[config.mk]
export PLATFORM = sky130hd
export DESIGN_NAME = pla_cube_eval
export DESIGN_NICKNAME = d
export VERILOG_FILES = /design/src/rtl/pla_pkg.sv /design/src/rtl/pla_cube_match.sv /design/src/rtl/pla_cube_eval.sv
export SDC_FILE = /design/constraint.sdc
export NUM_CORES = 2
export LEC_CHECK = 0
export ABC_AREA = 0
export CAP_MARGIN = 10
export CORE_ASPECT_RATIO = 1.2
export CORE_MARGIN = 1.5
export CORE_UTILIZATION = 53
export DETAILED_ROUTE_END_ITERATION = 10
export GPL_TIMING_DRIVEN = 0
export PLACE_DENSITY = 0.71
export SYNTH_ARGS = -nofsm -noshare
export SYNTH_HDL_FRONTEND = slang
export SYNTH_HIERARCHICAL = 1
export SYNTH_SLANG_ARGS = --single-unit
export TNS_END_PERCENT = 20
[constraint.sdc]
create_clock -name clk -period 10.5 [get_ports clk]
set_input_delay 2.1 -clock clk [delete_from_list [all_inputs] [get_ports clk]]
set_output_delay 2.1 -clock clk [all_outputs]
set_load 0.1 [all_outputs]
[src/rtl/pla_pkg.sv]
// Shared types for the cube-table logic evaluator: FSM state encoding and
// accumulation mode constants.
package pla_pkg;

  typedef enum logic [1:0] {
    IDLE = 2'd0,
    SCAN = 2'd1,
    DONE = 2'd2
  } state_t;

  localparam logic MODE_SOP  = 1'b0;
  localparam logic MODE_ESOP = 1'b1;

endpackage

[src/rtl/pla_cube_match.sv]
// Single-cube literal match: a cube hits when every cared-for input bit
// equals the cube's polarity bit. An empty care mask matches everything.
module pla_cube_match #(
  parameter int N_IN = 15
) (
  input  logic [N_IN-1:0] i_x,
  input  logic [N_IN-1:0] i_care,
  input  logic [N_IN-1:0] i_val,
  output logic            o_match
);

  assign o_match = ~|((i_x ^ i_val) & i_care);

endmodule

[src/rtl/pla_cube_eval.sv]
// Time-multiplexed two-level logic evaluator: scans a programmable cube table
// one cube per cycle and accumulates the result as OR (SOP) or XOR (ESOP).
module pla_cube_eval
  import pla_pkg::*;
#(
  parameter  int N_IN    = 15,
  parameter  int N_OUT   = 1,
  parameter  int N_CUBES = 64,
  localparam int CW      = (N_CUBES > 1) ? $clog2(N_CUBES) : 1,
  localparam int NW      = $clog2(N_CUBES + 1)
) (
  input  logic             clk,
  input  logic             rst,
  input  logic             cfg_we,
  output logic             cfg_ready,
  input  logic [CW-1:0]    cfg_addr,
  input  logic [N_IN-1:0]  cfg_care,
  input  logic [N_IN-1:0]  cfg_val,
  input  logic [N_OUT-1:0] cfg_omask,
  input  logic [NW-1:0]    n_cubes,
  input  logic             in_valid,
  output logic             in_ready,
  input  logic [N_IN-1:0]  in_x,
  input  logic             in_esop,
  output logic             out_valid,
  input  logic             out_ready,
  output logic [N_OUT-1:0] out_y
);

  localparam logic [NW-1:0] N_MAX = NW'(N_CUBES);

  state_t r_state;
  state_t w_state_next;

  logic [N_IN-1:0]  r_care  [N_CUBES];
  logic [N_IN-1:0]  r_val   [N_CUBES];
  logic [N_OUT-1:0] r_omask [N_CUBES];

  logic [N_IN-1:0]  r_x;
  logic             r_esop;
  logic [NW-1:0]    r_n;
  logic [CW-1:0]    r_idx;
  logic [N_OUT-1:0] r_acc;

  logic             w_accept;
  logic             w_cfg_wr;
  logic             w_match;
  logic             w_last;
  logic             w_full;
  logic [NW-1:0]    w_n_clamp;
  logic [N_OUT-1:0] w_hit;
  logic [N_OUT-1:0] w_acc_upd;

  assign cfg_ready = (r_state != SCAN);
  assign w_cfg_wr  = cfg_we && cfg_ready && (int'(cfg_addr) < N_CUBES);
  assign w_n_clamp = (n_cubes > N_MAX) ? N_MAX : n_cubes;

  pla_cube_match #(.N_IN(N_IN)) u_match (
    .i_x     (r_x),
    .i_care  (r_care[r_idx]),
    .i_val   (r_val[r_idx]),
    .o_match (w_match)
  );

  assign w_hit     = w_match ? r_omask[r_idx] : '0;
  assign w_acc_upd = (r_esop == MODE_ESOP) ? (r_acc ^ w_hit) : (r_acc | w_hit);
  assign w_last    = (NW'(r_idx) == (r_n - NW'(1)));
  // SOP can stop as soon as every output is set; ESOP parity never saturates.
  assign w_full    = (r_esop == MODE_SOP) && (&w_acc_upd);
  assign out_y     = r_acc;

  // NOTE: every combinational output gets a default first so no path infers a latch.
  always_comb begin
    w_state_next = r_state;
    in_ready     = 1'b0;
    out_valid    = 1'b0;
    w_accept     = 1'b0;
    unique case (r_state)
      IDLE: begin
        in_ready = 1'b1;
        if (in_valid) begin
          w_accept     = 1'b1;
          w_state_next = (w_n_clamp == '0) ? DONE : SCAN;
        end
      end
      SCAN: begin
        if (w_last || w_full) w_state_next = DONE;
      end
      DONE: begin
        out_valid = 1'b1;
        if (out_ready) w_state_next = IDLE;
      end
      default: w_state_next = IDLE;
    endcase
  end

  // NOTE: sequential state uses non-blocking assignments so all registers update from pre-edge values.
  always_ff @(posedge clk) begin
    if (rst) r_state <= IDLE;
    else     r_state <= w_state_next;
  end

  // NOTE: the cube table is reset explicitly; a cleared table is part of the
  // visible reset state, so it is built from flops rather than a RAM macro.
  always_ff @(posedge clk) begin
    if (rst) begin
      for (int i = 0; i < N_CUBES; i++) begin
        r_care[i]  <= '0;
        r_val[i]   <= '0;
        r_omask[i] <= '0;
      end
    end else if (w_cfg_wr) begin
      r_care[cfg_addr]  <= cfg_care;
      r_val[cfg_addr]   <= cfg_val;
      r_omask[cfg_addr] <= cfg_omask;
    end
  end

  always_ff @(posedge clk) begin
    if (rst) begin
      r_x    <= '0;
      r_esop <= MODE_SOP;
      r_n    <= '0;
      r_idx  <= '0;
      r_acc  <= '0;
    end else if (w_accept) begin
      r_x    <= in_x;
      r_esop <= in_esop;
      r_n    <= w_n_clamp;
      r_idx  <= '0;
      r_acc  <= '0;
    end else if (r_state == SCAN) begin
      r_acc  <= w_acc_upd;
      r_idx  <= r_idx + CW'(1);
    end
  end

endmodule
==> run_results.csv <==
group,metric,value,unit
outcome,status,"complete, no violations",
sta,max-slew-margin-rel,2.62,%
power,power_density,190,nW/um^2
clock_network,postCtsSetupBuffers,0,
placement,hpwlAfterDp,229,mm
sta,maxSlewViolCount,0,
cells_and_area,fin_nets,6190,
placement,place.gp.congestion,1.02,
power,cellLeakagePower,35.5,nW
placement,numPortBuffers,34,
setup_path,startpoint_type,"register",
synthesis,synth_cell_type_count,47,
synthesis,syn_area,92200,sq um
clock_network,clock_path_buffers,3,
hold_path,min_path_cells,2,
setup_path,critPathRequiredTime,11.28,ns
floorplan,die_area,176000,sq um
route,ant_nets,0,
synthesis,yosys-top-cells-count,"1,986 x and2_1, 1,984 x edfxtp_1, 512 x mux4_2",
sta,hold_viol,0,
floorplan,ioPinCount,69,
setup_path,crit_type,"register to register",
setup_path,reg2reg_depth,21,
synthesis,synth_edf_count,1984,
clock_network,cts_tree,"yes",
setup_path,path_max_fanout,10,
synthesis,synth_top_cell_area_share,64.6,%
sta,rsz0062_at_grt,"no",
clock_network,clock-sinks,2022,
floorplan,die_y,460,microns
setup_path,cp_cell_sequence,"buf_2 > buf_2 > buf_1 > buf_2 > mux2i_1 > a22oi_1 > nand2_1 > o21ai_0 > xor2_1 > a222oi_1 > nand3_1 > nor2_1 > nor2b_1 > o221a_2 > o21ai_0 > o21ai_0 > a21oi_1 > ha_1 > nor2_1 > nor2_1 > a221oi_1",
global_routing,grt_pass1_wl,442,mm
sta,max_freq,0.133,GHz
power,ir_worst_vdd,0.151,mV
setup_path,worst_path_max_delay_cell,"buf_1",
clock_network,clk_latency,0.90,ns
clock_network,numCtsBuffers,197,
route,wl_per_cell,38.2,microns
synthesis,avgSynthCellArea,15.7,sq um
route,drc_errors,0,
setup_path,end_kind,"register",
route,vias_per_cell,6.46,
synthesis,yosys_most_used_dff,"edfxtp_1",
route,drt_iter0_drc,8931,
setup_path,worst_ep_arrival_time,8.30,ns
sta,min_period_over_period,71.6,%
synthesis,yosysWarningCount,6,
hold_path,hold_path_class,"register to register",
synthesis,seq_area_frac_synth,65.5,%
floorplan,rows,167,
floorplan,die_w,384,microns
sta,fin_crit,7.52,ns
sta,setup_viol,0,
synthesis,async_flop_share,0,%
cells_and_area,area_growth_syn_to_layout,10.7,%
cells_and_area,drive_above_1_share,15.7,%
route,postRouteWirelength,329,mm
run,drv_cap,0,
route,drtPass1Iterations,8,
global_routing,grt_max_degree,32,
global_routing,grt_overflow,0,
cells_and_area,fillers,13200,
synthesis,synth-seq-cells,2022,
sta,skew,0.0281,ns
synthesis,syn-num-nets,5948,
clock_network,root_buffer,"clkbuf_16",
global_routing,grt_antenna_before_repair,65,
global_routing,track_usage,37.5,%
clock_network,htree_levels,4,
clock_network,ctsResizeCount,0,
route,num_vias,55600,
synthesis,synth_top_cell_by_area,"edfxtp_1",
synthesis,syn_inst,5880,
clock_network,clk_pin_slew,0.06,ns
synthesis,post-synth-top-count-cell,"and2_1",
sta,timing_worst_slew_pin_value,1.46,ns
synthesis,synth_area_leaders,"edfxtp_1 65%, and2_1 13%, mux4_2 13%",
floorplan,core,173000,sq um
sta,setup-tns-final,0,ns
floorplan,start_util,53.4,%
setup_path,slowest_delay,1.08,ns
global_routing,grt_pass1_vias,53900,
power,report.power.total,19.4,mW
clock_network,hold_buffers,0,
-- state kept, by name, indices dropped and copies added, names as in the netlist, named ones only --
register  flops
r_esop        1
r_omask      64
r_care      960
r_val       960
r_x          15
out_y         1
r_n           7
r_idx         6
r_state       2
-- layout make-up --
type | count | area, sq um | area share (%)
buffer | 602 | 2490 | 2.44
multi-input combinational | 3248 | 29300 | 28.8
inverter | 8 | 30.0 | 0.0294
timing repair buffer | 43 | 488 | 0.478
antenna | 39 | 97.6 | 0.0957
clock inverter | 121 | 1250 | 1.22
tap | 2281 | 2850 | 2.80
sequential | 2022 | 60300 | 59.1
clock buffer | 246 | 5130 | 5.03
-- routing by layer --
metal / vias to the layer above / GRT usage, % / share of wire [%]
li1: 22100 / - / -
met3: 831 / 11.1 / 12
met2: 3863 / 55.2 / 45
met5: - / 0 / 0.053
met4: 22 / 28.8 / 9.1
met1: 28800 / 46.8 / 34
-- through the flow --
stage          cell area, sq um  util, %  instances  worst slack (ns)  hold slack [ns]
2_1_floorplan             92200        -       5880              6.49            0.448
3_3_place_gp              95400     55.3       8195              3.57            0.467
3_5_place_dp              95500     55.3       8202              3.57            0.470
4_1_cts                  102000     59.0       8569              3.54            0.478
5_1_grt                  102000     59.1       8573              3.17            0.493
6_report                 102000     59.1       8610              2.98            0.479
-- path summary, 6_finish.rpt --
check / from / end / slack [ns]
setup / recovery: register / r_state[1] / 2.98
hold / removal: r_x[14] / r_x[14] / 0.48
setup reg to reg: register / r_state[1] / 2.98
hold reg to reg: r_x[14] / r_x[14] / 0.48
-- cells by family after synthesis --
group / Yosys count / synth area share (%)
adder cells (fa/ha/maj): 3 / 0.0407
flip-flops: 2022 / 65.5
XOR/XNOR: 25 / 0.238
multiplexers: 749 / 15.1
AO/OA/AOI/OAI: 191 / 1.42
AND/OR/NAND/NOR: 2280 / 15.1
buffers and inverters: 610 / 2.71
-- power breakdown --
part           switching, mW  total (mW)  internal, mW
Sequential             0.101        9.24          9.14
Clock                   3.24        7.17          3.93
Combinational           1.98        3.01          1.03
Total                   5.32        19.4          14.1
-- critical path, delay by kind of cell, from the launching register on --
| family | cells | cell delay (ns) |
|---|---|---|
| mux | 1 | 0.33 |
| xor+xnor | 1 | 0.14 |
| simple gates | 6 | 1.14 |
| fa+ha+maj | 1 | 0.27 |
| flops | 1 | 0.43 |
| compound gates | 8 | 2.18 |
| buf+inv | 4 | 2.87 |
-- cells in the final DEF (no fill, tap or decap), types with 7 or more instances in the layout --
cell type        Yosys  routed
nand4_1              8       8
diode_2              0      39
buf_1               46      31
buf_4               23      23
xor2_1              19      19
a22oi_1             95      95
dfxtp_1             38      38
mux4_2             512     512
clkinvlp_4           0       7
edfxtp_1          1984    1984
nand3b_1            13      13
nand3_1             10      10
o21ai_0             28      28
clkbuf_16            0     198
mux2i_1            236     236
buf_2               77      92
clkdlybuf4s50_1      0      34
a21oi_1             30      30
buf_8                0       8
clkinv_1             0      47
nand2_1             83      83
o211ai_1            25      25
bufinv_16            0      18
clkinv_2             0      32
inv_1                8       8
nor2_1              81      81
clkbuf_1           453     499
or2_2               67      67
and2_1            1986    1986
No activity file was read; power rests on OpenSTA's default activity.
